===== config.mk =====
export PLATFORM = sky130hd
export DESIGN_NAME = slave_sci_line_pacer_flat
export DESIGN_NICKNAME = d
export VERILOG_FILES = /design/src/rtl/slave_sci_line_pacer_if.sv /design/src/rtl/slave_sci_line_pacer.sv /design/src/flat_wrapper.sv
export SDC_FILE = /design/constraint.sdc
export NUM_CORES = 1
export LEC_CHECK = 0
export CAP_MARGIN = 5
export CORE_ASPECT_RATIO = 1.5
export CORE_MARGIN = 2
export CORE_UTILIZATION = 29
export DETAILED_ROUTE_END_ITERATION = 8
export SLEW_MARGIN = 15
export SYNTH_ARGS = -nofsm -noshare
export SYNTH_HDL_FRONTEND = slang
export SYNTH_SLANG_ARGS = --single-unit

===== constraint.sdc =====
create_clock -name clk30 -period 5.75 [get_ports clk30]
set_input_delay 1.15 -clock clk30 [delete_from_list [all_inputs] [get_ports clk30]]
set_output_delay 1.15 -clock clk30 [all_outputs]
set_load 0.005 [all_outputs]

===== src/rtl/slave_sci_line_pacer_if.sv =====
// Byte-stream handshake between the master-side feed and the slave SCI pacer.
interface slave_sci_line_pacer_if #(
    parameter int unsigned DEPTH = 16
);
    localparam int unsigned LVL_W = $clog2(DEPTH) + 1;

    logic [7:0]       in_data;
    logic             in_write;
    logic             rts_n;
    logic             overflow_clr;
    logic [7:0]       out_data;
    logic             out_write;
    logic             line_tx;
    logic             busy;
    logic [LVL_W-1:0] fifo_level;
    logic             overflow;

    modport master (
        output in_data, in_write, rts_n, overflow_clr,
        input  out_data, out_write, line_tx, busy, fifo_level, overflow
    );

    modport slave (
        input  in_data, in_write, rts_n, overflow_clr,
        output out_data, out_write, line_tx, busy, fifo_level, overflow
    );
endinterface


===== src/rtl/slave_sci_line_pacer.sv =====
// Buffers master-side bytes and releases them to the slave SCI one per
// 10-bit UART frame time, with a reconstructed TX line for debug.
module slave_sci_line_pacer #(
    parameter int unsigned DEPTH        = 16,
    parameter int unsigned CLKS_PER_BIT = 3125
) (
    input  logic                  clk30,
    input  logic                  reset,
    slave_sci_line_pacer_if.slave bus
);
    localparam int unsigned PTR_W = $clog2(DEPTH);
    localparam int unsigned LVL_W = PTR_W + 1;
    localparam int unsigned CNT_W = $clog2(CLKS_PER_BIT);

    typedef enum logic [1:0] {
        IDLE    = 2'd0,
        FRAME   = 2'd1,
        DELIVER = 2'd2
    } state_t;

    state_t           state;
    logic [7:0]       mem [DEPTH];
    logic [PTR_W-1:0] wr_ptr;
    logic [PTR_W-1:0] rd_ptr;
    logic [LVL_W-1:0] level;
    logic [7:0]       shift_reg;
    logic [CNT_W-1:0] clk_cnt;
    logic [3:0]       bit_idx;

    logic pop_c;
    logic push_c;
    logic drop_c;

    // A pop in the same cycle frees the slot, so a full FIFO still accepts.
    assign pop_c  = (state == IDLE) && (level != '0) && !bus.rts_n;
    assign push_c = bus.in_write && ((level != LVL_W'(DEPTH)) || pop_c);
    assign drop_c = bus.in_write && !push_c;

    assign bus.fifo_level = level;

    always_ff @(posedge clk30) begin
        if (push_c) mem[wr_ptr] <= bus.in_data;
    end

    // FIFO pointers, occupancy and sticky overflow
    always_ff @(posedge clk30) begin
        if (reset) begin
            wr_ptr       <= '0;
            rd_ptr       <= '0;
            level        <= '0;
            bus.overflow <= 1'b0;
        end else begin
            if (push_c) wr_ptr <= wr_ptr + PTR_W'(1);
            if (pop_c)  rd_ptr <= rd_ptr + PTR_W'(1);
            case ({push_c, pop_c})
                2'b10:   level <= level + LVL_W'(1);
                2'b01:   level <= level - LVL_W'(1);
                default: level <= level;
            endcase
            if (drop_c)                bus.overflow <= 1'b1;
            else if (bus.overflow_clr) bus.overflow <= 1'b0;
        end
    end

    // Frame sequencer; line_tx is loaded with the level of the bit being entered
    always_ff @(posedge clk30) begin
        if (reset) begin
            state         <= IDLE;
            shift_reg     <= '0;
            clk_cnt       <= '0;
            bit_idx       <= '0;
            bus.out_data  <= '0;
            bus.out_write <= 1'b0;
            bus.line_tx   <= 1'b1;
            bus.busy      <= 1'b0;
        end else begin
            bus.out_write <= 1'b0;
            case (state)
                IDLE: begin
                    if (pop_c) begin
                        shift_reg   <= mem[rd_ptr];
                        clk_cnt     <= '0;
                        bit_idx     <= '0;
                        bus.line_tx <= 1'b0;
                        bus.busy    <= 1'b1;
                        state       <= FRAME;
                    end
                end
                FRAME: begin
                    if (clk_cnt == CNT_W'(CLKS_PER_BIT - 1)) begin
                        clk_cnt <= '0;
                        if (bit_idx == 4'd9) begin
                            bus.out_write <= 1'b1;
                            bus.out_data  <= shift_reg;
                            bus.line_tx   <= 1'b1;
                            bus.busy      <= 1'b0;
                            state         <= DELIVER;
                        end else begin
                            bit_idx <= bit_idx + 4'd1;
                            if (bit_idx == 4'd8) bus.line_tx <= 1'b1;
                            else                 bus.line_tx <= shift_reg[bit_idx[2:0]];
                        end
                    end else begin
                        clk_cnt <= clk_cnt + CNT_W'(1);
                    end
                end
                DELIVER: state <= IDLE;
                default: state <= IDLE;
            endcase
        end
    end
endmodule


===== src/flat_wrapper.sv =====
// flat-port wrapper written by rule: the top's interface ports become plain ports
module slave_sci_line_pacer_flat 
#(
    parameter int unsigned DEPTH        = 16,
    parameter int unsigned CLKS_PER_BIT = 3125
)
  (clk30, reset, bus_in_data, bus_in_write, bus_rts_n, bus_overflow_clr, bus_out_data, bus_out_write, bus_line_tx, bus_busy, bus_fifo_level, bus_overflow);
  slave_sci_line_pacer_if #(.DEPTH(DEPTH)) bus_i ();
  input  logic clk30;
  input  logic reset;
  input wire logic [$bits(bus_i.in_data)-1:0] bus_in_data;
  input wire logic [$bits(bus_i.in_write)-1:0] bus_in_write;
  input wire logic [$bits(bus_i.rts_n)-1:0] bus_rts_n;
  input wire logic [$bits(bus_i.overflow_clr)-1:0] bus_overflow_clr;
  output wire logic [$bits(bus_i.out_data)-1:0] bus_out_data;
  output wire logic [$bits(bus_i.out_write)-1:0] bus_out_write;
  output wire logic [$bits(bus_i.line_tx)-1:0] bus_line_tx;
  output wire logic [$bits(bus_i.busy)-1:0] bus_busy;
  output wire logic [$bits(bus_i.fifo_level)-1:0] bus_fifo_level;
  output wire logic [$bits(bus_i.overflow)-1:0] bus_overflow;
  assign bus_i.in_data = bus_in_data;
  assign bus_i.in_write = bus_in_write;
  assign bus_i.rts_n = bus_rts_n;
  assign bus_i.overflow_clr = bus_overflow_clr;
  assign bus_out_data = bus_i.out_data;
  assign bus_out_write = bus_i.out_write;
  assign bus_line_tx = bus_i.line_tx;
  assign bus_busy = bus_i.busy;
  assign bus_fifo_level = bus_i.fifo_level;
  assign bus_overflow = bus_i.overflow;
  slave_sci_line_pacer #(.DEPTH(DEPTH), .CLKS_PER_BIT(CLKS_PER_BIT)) u_core (.clk30(clk30), .reset(reset), .bus(bus_i));
endmodule

# Word-level counts from Yosys, hierarchy flattened

Memory sizes are Yosys's and may differ from the RTL's. A register that Yosys moved wholly into a read port is not among the register bits.
Cells that the tools add are included.

Add/subtract/negate cells: 6
$lt $le $gt $ge: 1
Equal/unequal tests: 11
Mux-type cells: 28
Bitwise logic cells: 2
Reduce and logical (&&, ||, !) cells: 20

Operators by type and width:

| operator                                                                | number |
|---|---|
| 12-bit 2-to-1 mux                                                       | 2 |
| 12-bit case mux with 2 select lines                                     | 1 |
| 1-bit 2-to-1 mux                                                        | 13 |
| 12-bit by 1-bit adder with 12-bit output, second input constant         | 1 |
| 4-bit by 1-bit adder with 4-bit output, second input constant           | 3 |
| 12-bit equality test, second input constant                             | 1 |
| 4-bit 2-to-1 mux                                                        | 3 |
| 5-bit case mux with 2 select lines                                      | 1 |
| 3-bit AND reduction                                                     | 3 |
| 4-bit equality test, second input constant                              | 2 |
| 4-bit case mux with 2 select lines                                      | 1 |
| 4-bit AND reduction                                                     | 2 |
| 2-bit 2-to-1 mux                                                        | 3 |
| 2-bit by 1-bit inequality test with 1-bit output, second input constant | 3 |
| 2-bit nonzero test                                                      | 3 |
| 5-bit by 1-bit adder with 5-bit output, second input constant           | 1 |
| 5-bit inequality test, second input constant                            | 1 |
| 5-bit nonzero test                                                      | 1 |
| 5-bit by 1-bit subtractor with 5-bit output, second input constant      | 1 |
| 2-bit by 1-bit equality test with 1-bit output, second input constant   | 2 |
| 1-bit logical AND                                                       | 4 |
| 3-bit by 4-bit < comparator with 1-bit output, second input constant    | 1 |
| 1-bit case mux with 2 select lines                                      | 2 |
| 2-bit case mux with 2 select lines                                      | 1 |
| 9 further kinds                                                         | 12 |

Flip-flop bits (word level): 43
Memory bits (writable): 128
Bits of input ports: 13
Output and inout bits: 17
Logic and storage cells: 80
Memories: 1

Memories:

| memory     | words | bits a word | read ports | clocked after memory_dff | wr ports | line                       | text |
|---|---|---|---|---|---|---|---|
| u_core.mem | 16    | 8           | 1          | 1                        | 1        | slave_sci_line_pacer.sv:22 | `logic [7:0] mem [DEPTH];` |

# Logic depth before layout (Yosys ltp)

Gate-level depths: netlist of the first run.

Depth after elaboration: 8
Mapped depth: 10
Mapped depth without buffers: 9

# Least setup slack after synthesis of the first run

OpenSTA, ideal clock, no wires.

Path type: input-to-reg
From: in bus_rts_n
To: reg u_core.level[4], in the netlist u_core.bus.fifo_level[4]
Library setup time: 0.071 ns
Arrival: 3.377 ns
Data required time: 5.679 ns
Slack: 2.303 ns
Cell stages on the path: 10
Path buffers: 1
Path through: nor3_1 > o21ai_0 > clkbuf_1 > nor2_1 > ha_1 > a21o_1 > a21oi_1 > mux2_2 > o32a_1 > a21oi_1

Word-level cells in the longest chain between the ends: 6
Elaborated cells on any way between the ends: 8
Classes of those cells: eq/ne: 2; mux: 1; reduce/logical: 5

Ends and longest elaborated chain:

| element                                                                                      | line                       | text |
|---|---|---|
| start: declaration                                                                           | flat_wrapper.sv:13         | `input wire logic [$bits(bus_i.rts_n)-1:0] bus_rts_n;` |
| 1-bit zero test *                                                                            | slave_sci_line_pacer.sv:35 | `assign pop_c = (state == IDLE) && (level != '0) && !bus.rts_n;` |
| 1-bit logical AND *                                                                          | slave_sci_line_pacer.sv:35 |  |
| 1-bit logical OR                                                                             | slave_sci_line_pacer.sv:36 | `assign push_c = bus.in_write && ((level != LVL_W'(DEPTH)) \|\| pop_c);` |
| 1-bit logical AND                                                                            | slave_sci_line_pacer.sv:36 |  |
| 2-bit by 1-bit equality test with 1-bit output / 2-bit equality test (equally long branches) | slave_sci_line_pacer.sv:55 | `case ({push_c, pop_c})` |
| 5-bit case mux with 2 select lines / 2-bit nonzero test (equally long branches)              | n/a                        |  |
| end signal: assignment                                                                       | slave_sci_line_pacer.sv:56 | `2'b10: level <= level + LVL_W'(1);` |
| end signal: assignment                                                                       | slave_sci_line_pacer.sv:57 | `2'b01: level <= level - LVL_W'(1);` |
| end signal: assignment                                                                       | slave_sci_line_pacer.sv:58 | `default: level <= level;` |
| end: declaration                                                                             | slave_sci_line_pacer.sv:25 | `logic [LVL_W-1:0] level;` |

Every way passes the cells marked *; elsewhere a longest branch is shown, timed or not.
A chain may end at the register's enable or synchronous reset.

# Final worst setup path of the first run

From: in bus_rts_n
To: mem u_core.mem[3][7] (enable)

Word-level cells in the longest chain between the ends: 6

Ends and longest elaborated chain:

| element                                | line                       | text |
|---|---|---|
| 1-bit zero test                        | slave_sci_line_pacer.sv:35 |  |
| 1-bit logical AND                      | slave_sci_line_pacer.sv:35 |  |
| 1-bit logical OR                       | slave_sci_line_pacer.sv:36 |  |
| 1-bit logical AND                      | slave_sci_line_pacer.sv:36 |  |
| 1-bit 2-to-1 mux                       | slave_sci_line_pacer.sv:42 | `if (push_c) mem[wr_ptr] <= bus.in_data;` |
| 1-bit 2-to-1 mux (implied by the code) | slave_sci_line_pacer.sv:42 |  |
| end: declaration                       | slave_sci_line_pacer.sv:22 |  |

No other way between the ends.

==> reports/metrics.cfg, run 1 <==
[outcome]
status = completed

[placement]
place_area_mm2 = 0.00801
hpwl_um = 10600
numPortBuffers = 29
gp_routability_congestion = 0.781
dp.cells = 819

[route]
drt.antenna.violating_nets = 0
avgViaCountPerCell = 4.74
drt_first_iter_violations = 296
post-route-drc-count = 0
routed_wl_um = 15000
post_drt_wl_per_cell_um = 17.6
via_count = 4037
drtPass1Iterations = 4

[worst_setup_path]
regToRegStartpoint = u_core.bus.fifo_level[0]
max_stage_delay_ps = 930
worst-endpoint-required_ps = 5800
cp_slowest_cell = nor3_1
arrival_ps = 3980
worstPathCellList = clkdlybuf4s50_1 -> or3_1 -> a31oi_1 -> nand2_1 -> nor3_1
path_max_fanout = 8
crit_type = in2reg
crit_path_end_kind = flip-flop
start_kind = primary input
startpoint = bus_rts_n

[timing]
setup_tns_ps = 0
tightest_slew_ps = 1130
clock_skew_ps = 8.30
max_freq_ghz = 0.254
slew_headroom_pct = 24.2
hold_viol_final = 0
rsz0062_at_grt = false
hold_ws_ps = 474
timing.final.crit_share_pct = 68.5
setup_violations = 0
fin_crit_ps = 3940
slew_violations = 0

[yosys]
avgSynthCellArea_um2 = 15.4
synth_area_mm2 = 0.00738
yosysUniqueCellTypes = 49
synthArstFlopShare_pct = 0
yosys_warnings = 0
synth-edff-count = 128
syn-instance-count = 479
synth_seq_cells = 179
synth_flop_cell = edfxtp_1
syn_nets = 506
yosysSeqAreaShare_pct = 66.0

[pwr]
cellLeakagePower_nw = 2.75
power_frac_seq_pct = 47.1
cellPowerDensity_mw_per_mm2 = 382
comb_power_share_pct = 16.7
p_int_mw = 2.41
pwr-share-clk_pct = 36.3
p_sw_uw = 893
switching_share_pct = 27.1
vdd_drop_max_mv = 0.183

[clock_network]
post_cts_buffers = 0
cts_tree = built
root_buffer = clkbuf_16
clock_path_buffers = 2
postCtsResizedCells = 0
clk_pin_slew_worst_paths_ps = 70
clock_latency_ps = 430
holdBufCountCts = 0
cts_sinks = 179
htreeDepth = 4
cts-buffers-inserted = 17

[finish]
post-route-util_pct = 34.5
layout-drive-gt1-share_pct = 14.9
fill_cells = 2381
fin_area_mm2 = 0.00864
area_growth_pct = 17.2
reg_top3 = u_core.mem x128, u_core.clk_cnt x12
multi_input_area_mm2 = 0.00238
n_antenna_cell = 0
layoutNonFillerInstCount = 851
regMostFlops = u_core.mem
nNetsFinal = 537
seq_area_mm2 = 0.00487
largest_register_ffs = 128

[floorplanning]
die_w_um = 134
fp.coreArea_mm2 = 0.0251
die_h_um = 199
io_pins = 30
row_count = 71
fp.dieArea_mm2 = 0.0268
initial_core_util_pct = 29.4

[global_route]
grt_overflow = 0
grt_usage_pct = 11.8
antenna_found_initial = 0
grt_max_degree = 36
grt_pass1_vias = 4233
grt_pass1_wl_um = 23500

[min_path]
worstHoldStart = u_core.bus.line_tx
hold_class = reg2reg

[job]
maxCapViolCount = 0

cells in the mapped netlist (2+ instances only):
library cell,instances,area share (%)
nand2_1,20,1.0
xnor2_1,5,0.59
a22o_1,2,0.24
o31ai_1,2,0.20
and3_1,2,0.17
buf_1,2,0.10
or3_1,2,0.17
o221ai_1,9,1.1
nand3_1,8,0.54
a31oi_1,7,0.59
nor3_1,11,0.75
mux4_2,34,10
dfxtp_1,51,14
and2_1,2,0.17
buf_2,4,0.27
nor2b_1,2,0.17
nor2_1,43,2.2
a21o_1,3,0.31
o21ai_0,8,0.54
nand4_1,7,0.59
inv_1,9,0.46
a211oi_1,2,0.20
edfxtp_1,128,52
or4_1,3,0.31
clkbuf_1,14,0.71
mux2i_1,30,4.1
nand3b_1,12,1.2
a21oi_1,14,0.95
ha_1,13,2.2
xor2_1,7,0.83
nand2b_1,5,0.42
worst max-delay path: cells and delay by family:
family / cells / cell delay (ps)
simple gates: 3 / 1640
compound gates: 1 / 760
buf+inv: 1 / 430
routing by layer:
metal  GRT usage [%]  part of all wire [%]  up-vias
met2            22.8                    57       98
li1                -                     -     1923
met1            12.2                    37     1998
met4            5.19                   2.3        0
met3            2.21                   3.8       18
met5               0                     0        -
kinds of logic (layout without fill, tap and decap cells):
logic type | count (synthesis) | after routing | share of synthesized area (%)
xor gates and xnor gates | 12 | 12 | 1.42
DFF | 179 | 179 | 66.0
muxes | 65 | 65 | 14.6
buffers and inverters | 31 | 75 | 1.88
adders and majority gates | 14 | 14 | 2.48
and+or+nand+nor | 124 | 124 | 8.74
AOI/OAI and AO/OA | 54 | 54 | 4.92
cell type report:
class                   instances  share of cell area (%)
inverters                       9                   0.391
well taps                     328                    4.75
clock inverters                15                    2.26
clock buffers                  17                    4.92
multi-input cells             269                    27.6
repair buffers                 34                    3.79
flip-flops and latches        179                    56.3
final timing paths:
path | endpoint | slack (ps) | cells after the start
max | u_core.mem[3][7] | 1810 | 5
min | u_core.bus.line_tx | 470 | 1
max reg2reg | u_core.bus.fifo_level[4] | 2520 | 10
min reg2reg | u_core.bus.line_tx | 470 | 1
power groups by stage:
| stage | clock, mW | combinational, mW | sequential (mW) |
|---|---|---|---|
| 6_report | 1.20 | 0.550 | 1.55 |
| 3_3_place_gp | 0 | 0.543 | 1.58 |
| 2_1_floorplan | 0 | 0.406 | 1.53 |
| 4_1_cts | 1.22 | 0.556 | 1.55 |
| 3_5_place_dp | 0 | 0.552 | 1.58 |
| 5_1_grt | 1.27 | 0.606 | 1.57 |
per-stage QoR:
stage               setup slack, ps  power (mW)
finish                         1810        3.30
floorplan                      2300        1.94
global route                   1620        3.44
detailed placement             1440        2.14
global placement               1520        2.12
CTS                            1880        3.33
placed cells by master, fill, tap and decap left out, types with 3 or more instances in the layout:
cell type	Yosys	routed
xor2_1	7	7
ha_1	13	13
xnor2_1	5	5
inv_1	9	9
or4_1	3	3
nand2b_1	5	5
inv_8	0	5
o21ai_0	8	8
clkbuf_16	0	17
nand3b_1	12	12
mux4_2	34	34
nand2_1	20	20
nor3_2	1	3
buf_4	0	5
nand3_1	8	8
dfxtp_1	51	50
a21o_1	3	3
bufinv_16	0	3
nor2_1	43	43
nor3_1	11	9
mux2i_1	30	30
o221ai_1	9	9
clkdlybuf4s50_1	0	29
a21oi_1	14	14
a31oi_1	7	7
nand4_1	7	7
edfxtp_1	128	128
No activity file was read; power rests on OpenSTA's default activity.
==> inputs of run 2 (changes only) <==
Clock period 5.75 ns to 4 ns, I/O delays scaled along.
==> reports/metrics.cfg, run 2 (synthesized netlist as in run 1, its figures left out) <==
[min_path]
hold_class = reg2reg
worstHoldStart = u_core.bus.overflow
hold_depth = 2
holdPathEnd = u_core.bus.overflow

[timing]
hold_viol_final = 0
worst_slack_ps = 741
fin_crit_ps = 3260
slew_headroom_pct = 23.4
timing.final.crit_share_pct = 81.5
slew_violations = 0
clock_skew_ps = 15.6
setup_violations = 0
max_freq_ghz = 0.307
setup_tns_ps = 0
tightest_slew_ps = 1150
rsz0062_at_grt = false

[route]
avgViaCountPerCell = 4.82
post-route-drc-count = 0
post_drt_wl_per_cell_um = 18.0
drt.antenna.violating_nets = 0
drtPass1Iterations = 4
drt_first_iter_violations = 272
via_count = 4153
routed_wl_um = 15500

[worst_setup_path]
arrival_ps = 3600
path_max_fanout = 4
start_kind = primary input
crit_type = in2reg
r2r_slack_ps = 870
regToRegStartpoint = u_core.bus.fifo_level[0]
worst-endpoint-required_ps = 4340
crit_path_end_kind = flip-flop
r2r-end = u_core.bus.fifo_level[4]
reg2reg_depth = 9

[finish]
seq_area_mm2 = 0.00487
layoutNonFillerInstCount = 862
multi_input_area_mm2 = 0.00237
nNetsFinal = 548
fin_area_mm2 = 0.00866
layout-drive-gt1-share_pct = 15.9
final_cell_mix = edfxtp_1 (128), dfxtp_1 (50), nor2_1 (43)
area_growth_pct = 17.4
fill_cells = 2400
n_antenna_cell = 0
layout.cells.most_common = edfxtp_1
reg_top3 = u_core.mem x128, u_core.clk_cnt x12
largest_register_ffs = 128
regMostFlops = u_core.mem

[global_route]
antenna_found_initial = 0
grt_usage_pct = 12.3
grt_pass1_wl_um = 24600
grt_overflow = 0
grt_max_degree = 24
grt_pass1_vias = 4371

[pwr]
switching_share_pct = 27.1
p_int_mw = 3.39
power_frac_seq_pct = 48.3
p_sw_mw = 1.26
cellPowerDensity_mw_per_mm2 = 536
pwr-share-clk_pct = 34.7
vdd_drop_max_mv = 0.277
cellLeakagePower_nw = 2.77
comb_power_share_pct = 17.0

[clock_network]
clock_path_buffers = 2
root_buffer = clkbuf_16
htreeDepth = 4
holdBufCountCts = 0
cts-buffers-inserted = 17
postCtsResizedCells = 0
post_cts_buffers = 0
clock_latency_ps = 440
cts_tree = built
cts_sinks = 179
clk_pin_slew_worst_paths_ps = 70

[placement]
hpwl_um = 11100
place_area_mm2 = 0.00809
numPortBuffers = 29
post-place-ws_ps = 299
dp.cells = 830
gp_routability_congestion = 0.789

[floorplanning]
fp.dieArea_mm2 = 0.0268
io_pins = 30
die_h_um = 199
row_count = 71
initial_core_util_pct = 29.4
die_w_um = 134
fp.coreArea_mm2 = 0.0251

[job]
maxCapViolCount = 0

[outcome]
status = completed

run 2: cell count changes in the layout (fill, tap and decap cells not counted), sizes merged:
cell	delta
buf	+11
clkbuf	+3
clkinv	+1
clkinvlp	+1
bufinv	-1
inv	-4
run 2: power by group through the flow:
| stage | sequential, mW | combinational [mW] | clock (mW) |
|---|---|---|---|
| 2_1_floorplan | 2.20 | 0.584 | 0 |
| 3_3_place_gp | 2.28 | 0.774 | 0 |
| 3_5_place_dp | 2.29 | 0.796 | 0 |
| 4_1_cts | 2.25 | 0.801 | 1.66 |
| 5_1_grt | 2.27 | 0.874 | 1.73 |
| 6_report | 2.24 | 0.789 | 1.61 |
run 2: cell type report:
class                      instances  area share (%)
tap                              328            4.74
clock inverter                    12            1.52
clock buffer                      20            5.04
multi-input combinational        269            27.4
sequential                       179            56.2
inverter                           9           0.390
timing repair buffer              45            4.74
run 2: worst max path at each step:
stage	start	cells past startpoint	endpoint	slack, ps
after global placement	bus_rts_n	10	u_core.bus.fifo_level[4]	460
after floorplan	u_core.bus.fifo_level[0]	10	u_core.bus.fifo_level[4]	840
final	bus_rts_n	10	u_core.bus.fifo_level[4]	740
after CTS	bus_rts_n	10	u_core.bus.fifo_level[4]	770
after detailed placement	bus_rts_n	10	u_core.bus.fifo_level[4]	300
after global routing	bus_rts_n	10	u_core.bus.fifo_level[4]	370
run 2: routing by layer:
layer  up-vias  track usage [%]  wire length [um]
li1       1943                -                 -
met1      2124             13.1              6150
met2        70             23.3              8640
met3        16             2.77               436
met4         0             5.26               310
met5         -                0                 0
run 2: metrics by stage:
stage | power, mW | util, % | hold slack (ps)
4_1_cts | 4.71 | 34.6 | 485
3_3_place_gp | 3.05 | 32.3 | 461
6_report | 4.64 | 34.6 | 477
2_1_floorplan | 2.78 | - | 439
3_5_place_dp | 3.08 | 32.3 | 468
5_1_grt | 4.87 | 34.6 | 508
run 2: critical path, cell delays in order:
cell and delay, ps:
clkdlybuf4s50_1 450, nor3_1 350, o21ai_0 200, nor2_1 280
ha_1 330, a21o_1 180, a21oi_1 320, mux2_2 380
o32a_1 160, a21oi_1 140
